**src/rtl/dphy_master_tx.sv**
```systemverilog
// rtl/dphy_master_tx.sv - D-PHY data-lane HS burst sequencer for the CSI-2 TX path
//
// Sequences every data lane through LP-11, LP-01, LP-00, HS-zero, the 0xB8 sync
// byte, payload, HS-trail and LP-11 exit. All lanes carry identical LP states.
// Every output is a register that changes on the edge entering a state.
//
// Ports:
//   clk_i       byte clock
//   rst_i       asynchronous active-low reset
//   enable_i    permits a new burst; only looked at in IDLE
//   data_i      payload word, lane i carries byte i
//   valid_i     data_i valid
//   last_i      data_i is the final word of the burst
//   ready_o     word taken on an edge with valid_i && ready_o
//   hs_data_o   HS byte per lane (LSB serialized first)
//   hs_en_o     HS drivers enabled
//   lp_p_o      LP Dp level per lane
//   lp_n_o      LP Dn level per lane
//   busy_o      high outside IDLE
//   underrun_o  one-cycle pulse when the stream bubbles mid-burst

module dphy_master_tx #(
  parameter int DATA_LANES     = 2,
  parameter int LPX_CYCLES     = 4,
  parameter int PREPARE_CYCLES = 3,
  parameter int HS_ZERO_CYCLES = 10,
  parameter int TRAIL_CYCLES   = 4,
  parameter int EXIT_CYCLES    = 6
) (
  input  logic                        clk_i,
  input  logic                        rst_i,
  input  logic                        enable_i,
  input  logic [DATA_LANES-1:0][7:0]  data_i,
  input  logic                        valid_i,
  input  logic                        last_i,
  output logic                        ready_o,
  output logic [DATA_LANES-1:0][7:0]  hs_data_o,
  output logic                        hs_en_o,
  output logic [DATA_LANES-1:0]       lp_p_o,
  output logic [DATA_LANES-1:0]       lp_n_o,
  output logic                        busy_o,
  output logic                        underrun_o
);

  localparam int MAX_A = (LPX_CYCLES > PREPARE_CYCLES) ? LPX_CYCLES : PREPARE_CYCLES;
  localparam int MAX_B = (HS_ZERO_CYCLES > TRAIL_CYCLES) ? HS_ZERO_CYCLES : TRAIL_CYCLES;
  localparam int MAX_C = (MAX_A > MAX_B) ? MAX_A : MAX_B;
  localparam int MAX_P = (MAX_C > EXIT_CYCLES) ? MAX_C : EXIT_CYCLES;
  localparam int CW    = $clog2(MAX_P + 1);

  // LAST shows the final accepted word for one cycle with ready low,
  // before the trail is derived from it.
  typedef enum logic [3:0] {
    IDLE, LP01, LP00, HS_ZERO, SYNC, DATA, LAST, TRAIL, EXIT
  } state_t;

  state_t                      state_q, state_n;
  logic [CW-1:0]               cnt_q, cnt_n;
  logic [DATA_LANES-1:0][7:0]  hs_data_n, trail_pat;
  logic [DATA_LANES-1:0]       lp_p_n, lp_n_n;
  logic                        hs_en_n, ready_n, busy_n, underrun_n;

  // Trail level is the inverse of the last serialized bit (bit 7) of the byte
  // currently held on each lane.
  always_comb begin
    trail_pat = '0;
    for (int i = 0; i < DATA_LANES; i++) begin
      trail_pat[i] = {8{~hs_data_o[i][7]}};
    end
  end

  always_comb begin
    state_n    = state_q;
    cnt_n      = (cnt_q != '0) ? cnt_q - 1'b1 : cnt_q;
    hs_data_n  = hs_data_o;
    hs_en_n    = hs_en_o;
    lp_p_n     = lp_p_o;
    lp_n_n     = lp_n_o;
    ready_n    = 1'b0;
    busy_n     = 1'b1;
    underrun_n = 1'b0;
    case (state_q)
      IDLE: begin
        busy_n = 1'b0;
        if (enable_i && valid_i) begin
          state_n = LP01;
          cnt_n   = CW'(LPX_CYCLES - 1);
          lp_p_n  = '0;
          lp_n_n  = '1;
          busy_n  = 1'b1;
        end
      end
      LP01: begin
        if (cnt_q == '0) begin
          state_n = LP00;
          cnt_n   = CW'(PREPARE_CYCLES - 1);
          lp_p_n  = '0;
          lp_n_n  = '0;
        end
      end
      LP00: begin
        if (cnt_q == '0) begin
          state_n   = HS_ZERO;
          cnt_n     = CW'(HS_ZERO_CYCLES - 1);
          hs_en_n   = 1'b1;
          hs_data_n = '0;
        end
      end
      HS_ZERO: begin
        if (cnt_q == '0) begin
          state_n   = SYNC;
          hs_data_n = {DATA_LANES{8'hB8}};
          ready_n   = 1'b1;
        end
      end
      SYNC, DATA: begin
        if (valid_i) begin
          hs_data_n = data_i;
          if (last_i) begin
            state_n = LAST;
          end else begin
            state_n = DATA;
            ready_n = 1'b1;
          end
        end else begin
          state_n    = TRAIL;
          cnt_n      = CW'(TRAIL_CYCLES - 1);
          hs_data_n  = trail_pat;
          underrun_n = 1'b1;
        end
      end
      LAST: begin
        state_n   = TRAIL;
        cnt_n     = CW'(TRAIL_CYCLES - 1);
        hs_data_n = trail_pat;
      end
      TRAIL: begin
        if (cnt_q == '0) begin
          state_n   = EXIT;
          cnt_n     = CW'(EXIT_CYCLES - 1);
          hs_en_n   = 1'b0;
          hs_data_n = '0;
          lp_p_n    = '1;
          lp_n_n    = '1;
        end
      end
      EXIT: begin
        if (cnt_q == '0) begin
          state_n = IDLE;
          busy_n  = 1'b0;
        end
      end
      default: begin
        state_n = IDLE;
        busy_n  = 1'b0;
      end
    endcase
  end

  always_ff @(posedge clk_i or negedge rst_i) begin
    if (!rst_i) begin
      state_q    <= IDLE;
      cnt_q      <= '0;
      hs_data_o  <= '0;
      hs_en_o    <= 1'b0;
      lp_p_o     <= '1;
      lp_n_o     <= '1;
      ready_o    <= 1'b0;
      busy_o     <= 1'b0;
      underrun_o <= 1'b0;
    end else begin
      state_q    <= state_n;
      cnt_q      <= cnt_n;
      hs_data_o  <= hs_data_n;
      hs_en_o    <= hs_en_n;
      lp_p_o     <= lp_p_n;
      lp_n_o     <= lp_n_n;
      ready_o    <= ready_n;
      busy_o     <= busy_n;
      underrun_o <= underrun_n;
    end
  end

endmodule

```
**config.mk**
```make
export PLATFORM = sky130hd
export DESIGN_NAME = dphy_master_tx
export DESIGN_NICKNAME = d
export VERILOG_FILES = /design/src/rtl/dphy_master_tx.sv
export SDC_FILE = /design/constraint.sdc
export NUM_CORES = 1
export LEC_CHECK = 0
export ABC_AREA = 0
export CAP_MARGIN = 20
export CORE_MARGIN = 1
export CORE_UTILIZATION = 45
export CTS_CLUSTER_DIAMETER = 100
export DETAILED_ROUTE_END_ITERATION = 10
export GPL_ROUTABILITY_DRIVEN = 0
export PLACE_DENSITY = 0.74
export SLEW_MARGIN = 0
export SYNTH_ARGS = -nofsm -noshare
export SYNTH_HDL_FRONTEND = slang
export SYNTH_SLANG_ARGS = --single-unit
```
**constraint.sdc**
```tcl
create_clock -name clk_i -period 2.85 [get_ports clk_i]
set_clock_uncertainty 0.05 [all_clocks]
set_input_delay 0.57 -clock clk_i [delete_from_list [all_inputs] [get_ports clk_i]]
set_output_delay 0.57 -clock clk_i [all_outputs]
set_load 0.03 [all_outputs]
```
-- After elaboration in Yosys (flattened, before gate mapping)
Cells that the tools add are included.
- bits in registers: 32
- output and inout port bits: 24
- word-level logic and storage cells: 80
- input bits: 21
- bitwise operators: 2
- eq/ne operators: 15
- add/sub/neg operators: 1
- multiplexer cells: 38
- reduce and logical (&&, ||, !) cells: 14
- operator list (operator ; number):
    case mux 16 bit (4 select lines) ; 1
    two-way mux 4 bit ; 13
    two-way mux 16 bit ; 3
    case mux 4 bit (8 select lines) ; 1
    case mux 4 bit (6 select lines) ; 1
    == test 4 x 3 -> 1 bit (second input constant) ; 4
    inequality test 2 bit (second input constant) ; 6
    case mux 2 bit (3 select lines) ; 2
    two-way mux 2 bit ; 5
    two-way mux 1 bit ; 9
    == test 4 x 2 -> 1 bit (second input constant) ; 2
    zero test 4 bit ; 2
    nonzero test 4 bit ; 2
    OR reduction 7 bit ; 1
    AND reduction 3 bit ; 2
    AND reduction 6 bit ; 1
    == test 4 x 1 -> 1 bit (second input constant) ; 1
    == test 4 bit (second input constant) ; 1
    case mux 1 bit (2 select lines) ; 2
    AND reduction 4 bit ; 1
    OR reduction 2 bit ; 2
    subtractor 4 x 1 -> 4 bit (second input constant) ; 1
    case mux 1 bit (3 select lines) ; 1
    nonzero test 3 bit ; 1
    4 further kinds ; 5

-- Depth between registers and ports, before layout
Gate-level depths: netlist (run 1).
- depth in word-level cells: 4
- mapped depth: 7

-- Worst setup path after synthesis (run 1)
Ideal clock, no wire load.
- path type: register -> register
- from: reg cnt_q[0]
- to: reg cnt_q[0]
- path slack: 801 ps
- path buffers: 0
- cell stages (with the launch flop): 8
- period minus slack after synthesis: 2049 ps
- arrival time: 1869 ps
- data required time: 2671 ps
- path through: dfrtp_1 -> inv_1 -> ha_1 -> nor3b_4 -> inv_2 -> ha_1 -> a21oi_1 -> o41a_1
- cells in the longest elaborated chain, start to end: 4
- elaborated cells between the ends (all ways): 10
- classes of those cells: add/sub (1); mux (7); reduce/logical (2)
- ends and longest elaborated chain (item ; RTL line ; text):
    from (decl) ; 58 ; logic [CW-1:0] cnt_q, cnt_n;
    from (signal assigned) ; 173 ; cnt_q <= cnt_n;
    subtractor 4 x 1 -> 4 bit / nonzero test 4 bit (equally long branches) ; 74 ; cnt_n = (cnt_q != '0) ? cnt_q - 1'b1 : cnt_q;
    two-way mux 4 bit ; 74 ;
    two-way mux 4 bit (on tied branches) ; -- ;
    case mux 4 bit (6 select lines) (*) ; 82 ; case (state_q)
    named net cnt_n[0] ; 58 ;
The timed path passes the listed nets; every way through them passes the cells marked *.
A chain may end at the register's enable or synchronous reset.

-- Worst setup path in the final report (run 1)
Ends and elaborated chain as after synthesis.

==> results of run 1 <==
-- sequential cells by signal, indices dropped and copies added, names as in the netlist --
| name | flops |
|---|---|
| underrun_o | 1 |
| ready_o | 1 |
| hs_en_o | 1 |
| state_q | 4 |
| cnt_q | 4 |
| lp_n_o | 1 |
| busy_o | 1 |
| lp_p_o | 1 |
| hs_data_o | 16 |
-- placed cells by master, fill, tap and decap left out, types with 2 or more instances in the layout --
master	netlist	final
a21oi_1	23	23
a21oi_2	2	2
a221o_1	8	8
a31oi_1	3	3
buf_4	5	2
clkbuf_8	0	8
clkdlybuf4s50_1	0	44
dfrtp_1	28	28
dfstp_2	2	2
ha_1	3	3
inv_1	4	4
nand2_1	11	11
nand2b_1	19	19
nand3_1	2	2
nand4bb_1	3	3
nor2_1	15	15
nor2_2	2	2
nor2b_1	6	6
nor3_1	3	3
nor3_2	6	6
o211ai_1	2	2
o21a_1	2	2
o21ai_0	5	5
o21ai_1	4	4
o22ai_1	2	2
-- through the flow --
stage               area (sq um)   util  hold WS (ns)  power, uW  setup WS, ns
detailed placement          2260  0.599         0.448       2150         0.562
global placement            2260  0.599         0.426       2100         0.684
CTS                         2370  0.628         0.456       2570         0.520
global route                2370  0.628         0.492       2730         0.360
finish                      2370  0.628         0.455       2560         0.488
floorplan                   1820      -         0.224       1750         0.801
-- path summary, 6_finish.rpt --
check                           startpoint         to  slack, ns  cells after the start
worst min register to register   lp_p_o[0]  lp_p_o[0]       0.45                      2
worst max-delay path              cnt_q[0]   cnt_q[0]       0.49                      7
worst max register to register    cnt_q[0]   cnt_q[0]       0.49                      7
worst min-delay path             lp_p_o[0]  lp_p_o[0]       0.45                      2
max in group asynchronous            rst_i  lp_n_o[0]       1.82                      2
min in group asynchronous            rst_i    hs_en_o       0.61                      2
-- kinds of logic (layout without fill, tap and decap cells) --
group	after synthesis	after routing	synth area share
buf+inv	16	59	0.0503
flops	30	30	0.415
fa+ha+maj	3	3	0.0207
compound gates	60	60	0.226
xor+xnor	1	1	0.00483
simple gates	77	77	0.283
-- worst max-delay path, stage by stage, from the launching register on --
cell and delay [ns]:
dfrtp_1 0.42, inv_1 0.13, ha_1 0.30, nor3b_4 0.34
inv_2 0.16, ha_1 0.35, a21oi_1 0.07, o41a_1 0.42
-- per-layer routing --
layer | up-vias | wire [um] | global-route usage
met5 | - | 0 | 0
met1 | 714 | 1810 | 0.275
met4 | 0 | 69 | 0.0978
li1 | 754 | - | -
met2 | 74 | 1960 | 0.318
met3 | 4 | 291 | 0.0764
-- power by group through the flow --
| stage | clock (uW) | sequential, uW | combinational [uW] |
|---|---|---|---|
| floorplan | 0 | 936 | 815 |
| global placement | 0 | 806 | 1300 |
| detailed placement | 0 | 813 | 1340 |
| CTS | 415 | 807 | 1340 |
| global route | 436 | 835 | 1460 |
| finish | 408 | 808 | 1340 |
-- final cells by class --
type	instances	area, sq um	share of cell area
multi-input cells	141	971	0.410
well taps	48	60.1	0.0254
clock buffers	8	110	0.0465
inverters	5	18.8	0.00792
flip-flops and latches	30	753	0.318
repair buffers	46	455	0.192
==> run metrics, run 1 <==
Port Buf Inserts 44; WP data arrival 2.48 ns; Clk Tree Root Cell clkbuf_8; overall die height 65.5 um; die area roughly 4300 sq um; top cells by area, synth dfrtp_1 (39%), nand2b_1 (6.5%), a21oi_1 (6.3%); predominant post-synthesis flop cell dfrtp_1; sequential-to-total area share from yosys stat 0.415; proportion of layout cells with a drive suffix above 1 0.139; worst min-delay path category flip-flop to flip-flop; Sink Count 30; static leakage between 0.0009 and 0.001 uW; Max FO, Critical Path 8; RSZ-0062 raised after global routing no; total number of vias 1546; critical path endpoint category flip-flop; final slew viol count 0; warnings from Yosys 0; Flop pwr share 0.316; Final Hold Fails 0; Pint 1440 uW; Max VDD drop approximately 0.56 mV; final non-filler cell total between 200 and 300; Synth Area per Inst between 9 and 10 sq um; Detailed Route Iter0 Violations 87; largest area contributor in the synthesized netlist dfrtp_1; antenna-violating nets left 0; Final Cycle Share 0.829; worst setup path class flip-flop to flip-flop; Post-CTS Setup Bufs 0; post-CTS resize count 0; max_cap viols 0; most instantiated cells after synthesis dfrtp_1 (28), a21oi_1 (23), nand2b_1 (19); area of the core 3770 sq um; final setup vio count 0; Synth top area share 0.386; Fill cells 292; grt ovf 0; Die X 65.5 um; WP data required 2.97 ns; total CTS buffers 5; vias in the first global route 1400; cts hold-fix bufs 0; crit path launch type flip-flop; CTS tree done; Slew @ Worst Pin 0.738 ns; Slew Limit Headroom 0.508; Syn Inst Count ~190; Clk pin slew, worst setup/hold paths approximately 0.070 ns; global-route wire length before repair 6.71 mm; synthesized area 1820 sq um; largest net degree at the start of global routing 31; placed cell count 270; PwrDens 1080 nW/um^2; Top-Level Pins 45; post-detail-place hpwl 2.92 mm; initial core utilization 0.481; syn_nets 211; Switching Share 0.435; nets@finish 253; Clock Latency Late Sink between 0.2 and 0.3 ns; initial antenna violation count 0; H-tree depth 2; Seq cells post-synth 30; vias per cell 5.56; drt pass-1 iters 5; DR WL/cell 14.9 um; Synth async-reset ratio 1.00; CTS Buffer Depth 2; Final TNS setup 0 ns; Residual DRC 0; total track usage 0.213; status completed; fin crit period 2.36 ns; fmax 423 MHz; Layout area overhead 30.5%; clock share of power 0.159; Logic pwr share 0.525; number of distinct library cells after synthesis 47; top-count cell post-synth dfrtp_1; diode count 0; Rows 22; count of flip-flops with a built-in enable after synthesis 0; switching pwr 1110 uW; routed wire length 4.13 mm
Power figures use the tool's default switching activity.
==> inputs of run 2 (changes only) <==
==> constraint.sdc (replaced) <==
create_clock -name clk_i -period 2.4 [get_ports clk_i]
set_clock_uncertainty 0.05 [all_clocks]
set_input_delay 0.48 -clock clk_i [delete_from_list [all_inputs] [get_ports clk_i]]
set_output_delay 0.48 -clock clk_i [all_outputs]
set_load 0.03 [all_outputs]
==> run 2 against run 1 <==
  * Sequential power grew 19%
  * Clock-buffer cell count shrank 1
  * Worst setup slack worse by 0.41 ns
  * Cell area grew 0.16%
  * Flip-flop and latch count did not move
  * Sequential share of layout area shrank 0.050 points
==> run metrics, run 2 (synthesis gave the netlist of run 1 again) <==
final slew viol count 0 (unchanged); Top-Level Pins 45 (unchanged); crit path launch type flip-flop; diode count 0 (unchanged); area of the core 3770 sq um (unchanged); Clk pin slew, worst setup/hold paths 0.08 ns (about the same); Slew @ Worst Pin 0.774 ns (+0.0361 ns); DR WL/cell 15.5 um (+4.2%); fin crit period 2.33 ns (-0.0351 ns); post-detail-place hpwl 3.07 mm (+5.3%); Sink Count 30 (unchanged); worst min-delay path category flip-flop to flip-flop; worst setup path class flip-flop to flip-flop; antenna-violating nets left 0 (unchanged); most frequent cells in the layout clkdlybuf4s50_1 (44), dfrtp_1 (28), a21oi_1 (23); PwrDens 1270 nW/um^2 (+17%); final setup vio count 0 (unchanged); final core occ 0.629 (+0.000995); placed cell count 271 (+0.37%); CTS tree done; final non-filler cell total 281 (+1.1%); global-route wire length before repair 7.02 mm (+4.5%); proportion of layout cells with a drive suffix above 1 0.146 (+0.00679); initial core utilization 0.481 (unchanged); worst setup margin 0.0729 ns (-0.415 ns); Final Hold Fails 0 (unchanged); max reg flops 16 (unchanged); total CTS buffers 5 (unchanged); footprint of the multi-input gates 971 sq um (unchanged); H-tree depth 2 (unchanged); Port Buf Inserts 44 (unchanged); die area 4290 sq um (unchanged); Fill cells 303 (+3.8%); Residual DRC 0 (unchanged); Clock Latency Late Sink 0.29 ns (about the same); Placement Setup Slack 0.136 ns (-0.425 ns); Max VDD drop 0.587 mV (+4.7%); overall die height 65.5 um (unchanged); routed wire length 4.35 mm (+5.3%); status completed; total track usage 0.220 (+0.00647); Die X 65.5 um (unchanged); critical path endpoint category flip-flop; Clk Tree Root Cell clkbuf_8; Slew Limit Headroom 0.484 (-0.0241); post-route design area 2370 sq um (+0.16%); fmax 430 MHz (+1.5%); Rows 22 (unchanged); largest registers hs_data_o (16), cnt_q (4), state_q (4); Top reg by flops hs_data_o; cts hold-fix bufs 0 (unchanged); DP Area 2270 sq um (+0.33%); initial antenna violation count 0 (unchanged); total number of vias 1605 (+3.8%); max_cap viols 0 (unchanged); Reg area 753 sq um (unchanged); commonest non-fill, non-tap cell in the layout clkdlybuf4s50_1; r2r setup slk 0.07 ns (-0.41 ns); WP data required 2.52 ns (-0.45 ns); vias in the first global route 1440 (+2.9%); vias per cell 5.71 (+2.7%); total power 3000 uW (+17%); grt ovf 0 (unchanged); Final Cycle Share 0.970 (+0.141); Max FO, Critical Path 8 (unchanged); largest net degree at the start of global routing 31 (unchanged); Layout area overhead 30.7%; CTS Buffer Depth 2 (unchanged); WP data arrival 2.45 ns (-0.03 ns); drt pass-1 iters 4 (-1); nets@finish 256 (+1.2%); static leakage 0.000941 uW (+0.67%); Detailed Route Iter0 Violations 105 (+21%)
[run 2: cell count changes in the layout (fill, tap and decap cells not counted), sizes merged]
cell and change:
clkbuf -1, clkinv +1, buf +3
[run 2: path summary, 6_finish.rpt]
kind                       depth (start not counted)  startpoint         end
max                                                7    cnt_q[0]    cnt_q[0]
min                                                2   lp_p_o[0]   lp_p_o[0]
max reg2reg                                        7    cnt_q[0]    cnt_q[0]
min reg2reg                                        2   lp_p_o[0]   lp_p_o[0]
max in group asynchronous                          2       rst_i   lp_n_o[0]
min in group asynchronous                          2       rst_i  state_q[0]
[run 2: stage by stage]
stage	setup TNS [ns]	hold WS, ns
6_report	0	0.450
5_1_grt	-0.0382	0.473
4_1_cts	0	0.451
3_5_place_dp	0	0.442
3_3_place_gp	0	0.425
2_1_floorplan	0	0.134
[run 2: cell type report]
class,count,share of cell area
Inverter,5,0.00791
Timing Repair Buffer,49,0.201
Clock inverter,1,0.00211
Clock buffer,7,0.0364
Multi-Input combinational cell,141,0.409
Sequential cell,30,0.318
Tap cell,48,0.0253
[run 2: layer usage]
layer | GRT usage | vias to the layer above | routed length (um)
met1 | 0.290 | 750 | 1790
li1 | - | 762 | -
met2 | 0.344 | 78 | 2150
met3 | 0.0469 | 15 | 305
met5 | 0 | - | 0
met4 | 0.101 | 0 | 111
[run 2: critical path, cell delays in order (launching register included)]
cell     delay, ns
dfrtp_1       0.42
inv_1         0.09
ha_1          0.29
nor3b_4       0.35
inv_2         0.17
ha_1          0.36
a21oi_1       0.08
o41a_1        0.42
[run 2: timing repair]
| item | in CTS | in global routing |
|---|---|---|
| setup endpoints to repair | 0 | 1 |
| resized for setup | 0 | 0 |
| buffers inserted | 0 | 2 |
[run 2: where the power goes]
part	switching (uW)	internal [uW]	leakage, uW
clock network	196	231	0.0000482
logic	881	731	0.000538
registers	259	706	0.000355
